<file path="config.mk">
export PLATFORM = sky130hd
export DESIGN_NAME = fncode_rr_arbiter_flat
export DESIGN_NICKNAME = d
export VERILOG_FILES = /design/src/rtl/fncode_rr_arbiter_if.sv /design/src/rtl/fncode_rr_arbiter.sv /design/src/flat_wrapper.sv
export SDC_FILE = /design/constraint.sdc
export NUM_CORES = 1
export LEC_CHECK = 0
export CAP_MARGIN = 10
export CORE_MARGIN = 3
export CORE_UTILIZATION = 36
export CTS_CLUSTER_SIZE = 10
export DETAILED_ROUTE_END_ITERATION = 6
export SYNTH_ARGS = -nofsm -noshare
export SYNTH_HDL_FRONTEND = slang
export SYNTH_SLANG_ARGS = --single-unit
</file>
<file path="constraint.sdc">
create_clock -name clk -period 6.9 [get_ports clk]
set_input_delay 1.035 -clock clk [delete_from_list [all_inputs] [get_ports clk]]
set_output_delay 1.035 -clock clk [all_outputs]
set_load 0.1 [all_outputs]
</file>
<file path="src/rtl/fncode_rr_arbiter_if.sv">
// Handshake bundle between the request lines, the round-robin arbiter and
// the 8-to-3 opcode encoder stage that consumes the one-hot function code.
interface fncode_rr_arbiter_if #(
  parameter int N     = 8,
  parameter int CNT_W = 16
);
  logic [N-1:0]     req;
  logic [N-1:0]     fncode;
  logic             fncode_valid;
  logic             fncode_ready;
  logic [N-1:0]     ack;
  logic [CNT_W-1:0] accept_count;

  // Arbiter side: consumes requests and ready, produces code, acks and count.
  modport master (
    input  req,
    input  fncode_ready,
    output fncode,
    output fncode_valid,
    output ack,
    output accept_count
  );

  // Requester/encoder side: the mirror image of the arbiter.
  modport slave (
    output req,
    output fncode_ready,
    input  fncode,
    input  fncode_valid,
    input  ack,
    input  accept_count
  );
endinterface

</file>
<file path="src/rtl/fncode_rr_arbiter.sv">
// Round-robin arbiter: picks one of eight level requests, offers it as a
// registered one-hot function code under valid/ready, and rotates priority
// to just past the granted index after every accepted code.
module fncode_rr_arbiter #(
  parameter int N     = 8,
  parameter int CNT_W = 16
) (
  input  logic              clk,
  input  logic              rst_n,
  fncode_rr_arbiter_if.master bus
);

  localparam int PTR_W = $clog2(N);

  typedef enum logic {
    IDLE  = 1'b0,
    OFFER = 1'b1
  } state_t;

  state_t           state_reg;
  logic [N-1:0]     fncode_reg;
  logic             valid_reg;
  logic [PTR_W-1:0] ptr_reg;
  logic [CNT_W-1:0] count_reg;

  logic             accept;
  logic [PTR_W-1:0] grant_idx;
  logic [PTR_W-1:0] ptr_next;
  logic [N-1:0]     cand_next;
  logic [N-1:0]     grant_idle;
  logic [N-1:0]     grant_next;

  // First set bit of cand scanning start, start+1, ... with modulo-N wrap.
  function automatic logic [N-1:0] rr_pick(input logic [N-1:0] cand,
                                           input logic [PTR_W-1:0] start);
    logic [N-1:0]     g;
    logic             found;
    logic [PTR_W-1:0] idx;
    g     = '0;
    found = 1'b0;
    for (int k = 0; k < N; k++) begin
      idx = start + PTR_W'(k);
      if (!found && cand[idx]) begin
        g[idx] = 1'b1;
        found  = 1'b1;
      end
    end
    return g;
  endfunction

  // Index of the single set bit of a one-hot vector.
  function automatic logic [PTR_W-1:0] onehot_idx(input logic [N-1:0] v);
    logic [PTR_W-1:0] idx;
    idx = '0;
    for (int k = 0; k < N; k++) begin
      if (v[k]) idx = idx | PTR_W'(k);
    end
    return idx;
  endfunction

  // Next-grant computation: fresh grant from IDLE, and the back-to-back grant
  // after an accept with the just-acked requester masked out.
  always_comb begin
    accept     = valid_reg & bus.fncode_ready;
    grant_idx  = onehot_idx(fncode_reg);
    ptr_next   = grant_idx + PTR_W'(1);
    cand_next  = bus.req & ~fncode_reg;
    grant_idle = rr_pick(bus.req, ptr_reg);
    grant_next = rr_pick(cand_next, ptr_next);
  end

  // Offer/accept state machine with registered code, valid, pointer and count.
  always_ff @(posedge clk) begin
    if (!rst_n) begin
      state_reg  <= IDLE;
      fncode_reg <= '0;
      valid_reg  <= 1'b0;
      ptr_reg    <= '0;
      count_reg  <= '0;
    end else begin
      case (state_reg)
        IDLE: begin
          if (bus.req != '0) begin
            fncode_reg <= grant_idle;
            valid_reg  <= 1'b1;
            state_reg  <= OFFER;
          end
        end
        OFFER: begin
          // Code is held untouched until the encoder takes it.
          if (accept) begin
            count_reg <= count_reg + CNT_W'(1);
            ptr_reg   <= ptr_next;
            if (cand_next != '0) begin
              fncode_reg <= grant_next;
            end else begin
              fncode_reg <= '0;
              valid_reg  <= 1'b0;
              state_reg  <= IDLE;
            end
          end
        end
        default: begin
          fncode_reg <= '0;
          valid_reg  <= 1'b0;
          state_reg  <= IDLE;
        end
      endcase
    end
  end

  // Per-bit acknowledge: only the offered bit, only in the accepting cycle.
  generate
    for (genvar gi = 0; gi < N; gi++) begin : g_ack
      assign bus.ack[gi] = fncode_reg[gi] & valid_reg & bus.fncode_ready;
    end
  endgenerate

  assign bus.fncode       = fncode_reg;
  assign bus.fncode_valid = valid_reg;
  assign bus.accept_count = count_reg;

endmodule
</file>
<file path="src/flat_wrapper.sv">
// flat-port wrapper written by rule: the top's interface ports become plain ports
module fncode_rr_arbiter_flat 
#(
  parameter int N     = 8,
  parameter int CNT_W = 16
)
  (clk, rst_n, bus_req, bus_fncode_ready, bus_fncode, bus_fncode_valid, bus_ack, bus_accept_count);
  fncode_rr_arbiter_if #(.N(N), .CNT_W(CNT_W)) bus_i ();
  input  logic clk;
  input  logic rst_n;
  input wire logic [$bits(bus_i.req)-1:0] bus_req;
  input wire logic [$bits(bus_i.fncode_ready)-1:0] bus_fncode_ready;
  output wire logic [$bits(bus_i.fncode)-1:0] bus_fncode;
  output wire logic [$bits(bus_i.fncode_valid)-1:0] bus_fncode_valid;
  output wire logic [$bits(bus_i.ack)-1:0] bus_ack;
  output wire logic [$bits(bus_i.accept_count)-1:0] bus_accept_count;
  assign bus_i.req = bus_req;
  assign bus_i.fncode_ready = bus_fncode_ready;
  assign bus_fncode = bus_i.fncode;
  assign bus_fncode_valid = bus_i.fncode_valid;
  assign bus_ack = bus_i.ack;
  assign bus_accept_count = bus_i.accept_count;
  fncode_rr_arbiter #(.N(N), .CNT_W(CNT_W)) u_core (.clk(clk), .rst_n(rst_n), .bus(bus_i));
endmodule
</file>
## Word-level counts from Yosys, hierarchy flattened

Index checks and enable logic that the tools add are counted.

| storage, ports and cells | value |
|---|---|
| register bits after elaboration | 29 |
| input bits | 11 |
| logic and storage cells | 252 |

| cells by class | value |
|---|---|
| add/subtract/negate cells | 16 |
| magnitude comparators | 32 |
| eq/ne operators | 3 |
| multiplexer cells | 113 |
| bitwise operators | 34 |
| reduce and logical (&&, ||, !) cells | 49 |

Operator list:

| kind | number |
|---|---|
| $mux 8 | 19 |
| $or 8x8->8 | 14 |
| $lt 3x4->1 const B | 16 |
| $mux 1 | 53 |
| $bmux 1 s3 | 16 |
| $demux 1 s3 | 16 |
| $ge 3x1->1 const B | 16 |
| $logic_and 1x1->1 | 30 |
| $add 3x3->3 const B | 8 |
| $and 1x1->1 | 17 |
| $add 16x1->16 const B | 1 |
| $pmux 8 s2 | 1 |
| $reduce_bool 8->1 | 2 |
| $logic_not 1->1 | 14 |
| $add 3x2->3 const B | 4 |
| $mux 3 | 4 |
| $add 3x1->3 const B | 3 |
| $and 8x8->8 | 1 |
| $not 8->8 | 1 |
| $mux 2 | 2 |
| $ne 2x2->1 const B | 2 |
| $pmux 1 s2 | 2 |
| $reduce_and 2->1 | 2 |
| $reduce_and 3->1 | 1 |
| 2 further kinds | 2 |

## Longest topological paths before layout

| depth | value |
|---|---|
| depth in word-level cells | 35 |
| gate-level depth with buffers | 15 |

## Least setup slack after synthesis

Ideal clock, no wire load.

| timing | value |
|---|---|
| path kind | flip-flop to flip-flop |
| start point | reg u_core.fncode_reg[3], in the netlist u_core.bus.fncode[3] |
| end point | reg u_core.fncode_reg[0], in the netlist u_core.bus.fncode[0] |
| setup time | 57 ps |
| data arrival time | 4397 ps |
| setup slack | 2446 ps |
| stages on the path, launching flop included | 15 |
| path buffers | 3 |
| path through | dfxtp_1 nor4_2 inv_2 clkbuf_1 clkbuf_1 ha_1 buf_2 inv_1 mux4_2 mux2i_4 o21ai_2 nor4_4 a32oi_1 a221oi_2 or3_1 |

| on the way | value |
|---|---|
| word-level cells in the longest chain between the ends | 33 |
| elaborated cells between the ends (all ways) | 111 |
| classes of those cells | 8 x add/sub; 16 x order compare; 55 x mux; 9 x bitwise; 23 x reduce/logical |

Ends and longest elaborated chain:

| what | line | source |
|---|---|---|
| start, declared | fncode_rr_arbiter.sv:21 | `logic [N-1:0] fncode_reg;` |
| start signal, assigned | fncode_rr_arbiter.sv:84 | `fncode_reg <= grant_idle;` |
| start signal, assigned | fncode_rr_arbiter.sv:95 | `fncode_reg <= grant_next;` |
| $mux 2 (*) | fncode_rr_arbiter.sv:56 | `if (v[k]) idx = idx \| PTR_W'(k);` |
| $mux 3 (*) (4 in series) | fncode_rr_arbiter.sv:56 |  |
| $add 3x1->3 (*) | fncode_rr_arbiter.sv:66 | `ptr_next = grant_idx + PTR_W'(1);` |
| net u_core.ptr_next[1] | fncode_rr_arbiter.sv:28 | `logic [PTR_W-1:0] ptr_next;` |
| branches (longest 23 deep; another with $lt 3x4->1) | -- |  |
| $mux 8 (*) | fncode_rr_arbiter.sv:43 | `if (!found && cand[idx]) begin` |
| $mux 8 (*) | fncode_rr_arbiter.sv:94 | `if (cand_next != '0) begin` |
| $mux 8 (*) | fncode_rr_arbiter.sv:91 | `if (accept) begin` |
| $pmux 8 s2 (*) | fncode_rr_arbiter.sv:81 | `case (state_reg)` |

Mark *: on every way through the listed nets, which the timed path passes. The select of a mux whose other input is x is not followed.
A chain may end at the register's enable or synchronous reset.

## Worst setup path after layout

| timing | value |
|---|---|
| start point | reg u_core.fncode_reg[2], in the netlist u_core.bus.fncode[2] |
| end point | reg u_core.fncode_reg[0], in the netlist u_core.bus.fncode[0] |

| on the way | value |
|---|---|
| word-level cells in the longest chain between the ends | 34 |
| elaborated cells between the ends (all ways) | 112 |
| classes of those cells | 8 x add/sub; 16 x order compare; 56 x mux; 9 x bitwise; 23 x reduce/logical |

Ends and longest elaborated chain:

| what | line |
|---|---|
| $mux 2 (*) (2 in series) | fncode_rr_arbiter.sv:56 |
| $mux 3 (*) (4 in series) | fncode_rr_arbiter.sv:56 |
| $add 3x1->3 (*) | fncode_rr_arbiter.sv:66 |
| net u_core.ptr_next[2] | fncode_rr_arbiter.sv:28 |
| branches (longest 23 deep; another with $lt 3x4->1) | -- |
| $mux 8 (*) | fncode_rr_arbiter.sv:43 |
| $mux 8 (*) | fncode_rr_arbiter.sv:94 |
| $mux 8 (*) | fncode_rr_arbiter.sv:91 |
| $pmux 8 s2 (*) | fncode_rr_arbiter.sv:81 |

Marked as above.

==> key figures <==
Finish
  – Multi-input logic area: 2870 sq um
  – Post-layout util: between 40% and 50%
  – # nets final: 498
  – Max reg flops: 16
  – Flip-flop and latch area: between 500 and 600 sq um
  – Finished Layout Cells: between 600 and 700
  – Area Overhead vs Synth: 16.3%
  – Fillers: between 1000 and 1500
  – Antenna diodes: 0
  – Fraction of layout cells with a size suffix above 1: a little over 10%

Logic synthesis
  – Top cell type's share of synthesized area: ~16%
  – Syn. warnings: 0
  – Most area-hungry cell type in the Yosys netlist: dfxtp_1
  – Post-synthesis sequential area ratio: between 15 and 20%
  – Post-synthesis cell area: around 3600 sq um
  – Synth Net Count: around 480
  – Number of flops mapped to enable cells by yosys: 0
  – Cells after synthesis: 453
  – Synth async-reset ratio: 0%
  – Number of distinct library cells after synthesis: 72
  – Ys flop type: dfxtp_1
  – Mapped Avg Cell Area: around 8 sq um
  – Number of synthesized register bits: 29
  – Dominant cells by area after synthesis: dfxtp_1, mux4_2, nand2_1

Drt
  – Post-route DRC: 0
  – Drt first pass iters: 5
  – Initial DRC count: 400
  – Vias post-DR: ~3800
  – WL per Instance: 19.5 microns
  – WL final: about 12000 microns
  – Vias per cell: around 6.3
  – Antenna-violating nets left: 0

CTS
  – Worst-path clk slew: 60 ps
  – CTS Sinks: 29
  – Clock buffer depth: 2
  – CTS Buf Count: 5
  – CTS tree: yes
  – Postcts setup bufs: 0
  – Clk_lat worst skew: 280 ps
  – CTS resizes: 0
  – Clock root buffer: clkbuf_8
  – H-tree levels: 2
  – CTS Hold Bufs: 0

Global routing
  – GRT met1 Usage: between 20 and 30%
  – GR Layer Usage met2: a little over a third
  – Vias in the first global route: 3544
  – Initial antenna violation count: 0
  – Largest net degree at the start of global routing: 33
  – First-pass GRT wire length: between 15000 and 20000 microns
  – Global Route Usage Sum: approximately a fifth
  – Gr busiest metal: met2
  – Met3 Usage GRT: approximately 2.6%
  – Grt ovf: 0

Floorplanning
  – Core area: between 9000 and 10000 sq um
  – Rows: 36
  – Die W: about 110 microns
  – Full die area: between 10000 and 15000 sq um
  – Initial Util: about 37%
  – Die Ht: 107 microns
  – # IOs: 44

Place
  – Placed wire-length estimate: 8820 microns
  – Final RePlAce weighted congestion: 0.985
  – Placed cell count: about 600
  – Place WS: roughly 2300 ps
  – PortBufs: 43

Run
  – Max Cap Violations: 0

Hold path
  – Hold crit path type: register to register

Status
  – Outcome: finished, final reports clean

Setup path
  – Crit end category: register
  – Critical path data arrival time: a little under 5000 ps
  – CP Class: register to register
  – Startpoint Class: register
  – Crit path required time: slightly above 7000 ps
  – Maximum fanout along the worst path: 16

Timing
  – FMAX: roughly 210 MHz
  – # setup viols final: 0
  – Slew HR: between 30 and 40%
  – Final hold violation count: 0
  – Fin. max-slew vios: 0
  – Worst-Margin Slew: about 1000 ps
  – Final Worst Setup Slack: between 2000 and 2500 ps
  – Max Clock Skew: between 2 and 3 ps
  – Tcrit/Tclk final: around 68%
  – Final TNS setup: 0 ps
  – Unrepaired setup endpoints after global routing: no
  – Final Critical Period: approximately 4700 ps
cell type report:
class                           instances  share of cell area (%)
Tap cell                              133                    3.93
Sequential cell                        29                    13.7
Clock inverter                          1                   0.710
Multi-Input combinational cell        379                    67.7
Timing Repair Buffer                   45                    10.5
Inverter                               15                    1.33
Clock buffer                            7                    2.04
metrics by stage:
| stage | area (sq um) | hold WS, ps |
|---|---|---|
| after CTS | 4230 | 512 |
| after global placement | 4120 | 497 |
| after floorplan | 3640 | 513 |
| after global routing | 4230 | 548 |
| final | 4230 | 510 |
| after detailed placement | 4120 | 503 |
synth_stat cells (4+ instances only):
cell	instances
nor2_1	34
o31ai_1	6
ha_1	12
nand4_1	10
buf_2	10
dfxtp_1	29
nand3_1	15
nand2_1	47
nor3b_1	4
nand2b_1	5
a21oi_1	12
nor3_1	14
o211ai_1	7
a21boi_0	8
xnor2_1	10
nor4_1	8
inv_1	12
and2_1	17
mux2i_1	17
mux4_2	15
a2111oi_0	4
clkbuf_1	17
or3_1	6
xor2_1	4
a211oi_1	6
a21o_1	5
nor2b_1	8
mux2_2	6
and3_1	20
o21ai_0	16
layer usage:
| layer | wire length [microns] | vias up |
|---|---|---|
| li1 | - | 1769 |
| met1 | 4900 | 1813 |
| met2 | 5720 | 212 |
| met3 | 868 | 29 |
| met4 | 387 | 0 |
| met5 | 0 | - |
final timing paths:
path                         startpoint                         end  slack, ps  cells past startpoint
max                u_core.bus.fncode[2]        u_core.bus.fncode[0]       2230                     12
min          u_core.bus.accept_count[1]  u_core.bus.accept_count[1]        510                      2
max reg2reg        u_core.bus.fncode[2]        u_core.bus.fncode[0]       2230                     12
min reg2reg  u_core.bus.accept_count[1]  u_core.bus.accept_count[1]        510                      2
placed cells by master, fill, tap and decap left out, types with 7 or more instances in the layout:
cell	synthesis	layout
nor3_1	14	14
and2_1	17	17
mux4_2	15	15
nor2b_1	8	8
nand3_1	15	15
xnor2_1	10	10
nor4_1	8	8
dfxtp_1	29	29
nand2_1	47	47
a21boi_0	8	8
inv_1	12	12
a21oi_1	12	12
ha_1	12	12
and3_1	20	20
mux2i_1	17	17
nor2_1	34	34
o211ai_1	7	7
o21ai_0	16	16
nand4_1	10	10
clkdlybuf4s50_1	0	43
logic make-up after synthesis:
kind of cell,Yosys count,share of synthesized area (%)
simple gates,202,30.4
compound gates,109,22.6
buf+inv,45,5.50
mux,41,17.2
flops,29,16.0
xor+xnor,15,4.13
fa+ha+maj,12,4.13
worst max-delay path, cell delays in order, from the launching register on:
cell      delay [ps]
dfxtp_1          420
nor4_4           860
inv_2            330
ha_1             370
xnor2_4          380
inv_1            180
ha_1             430
mux2i_4          390
o21ai_2          180
nor4_4           440
a32oi_1          230
a221oi_2         260
or3_1            130
Power is not shown: default switching activity piles up to over one toggle a cycle in this logic, so the estimate is an artifact.
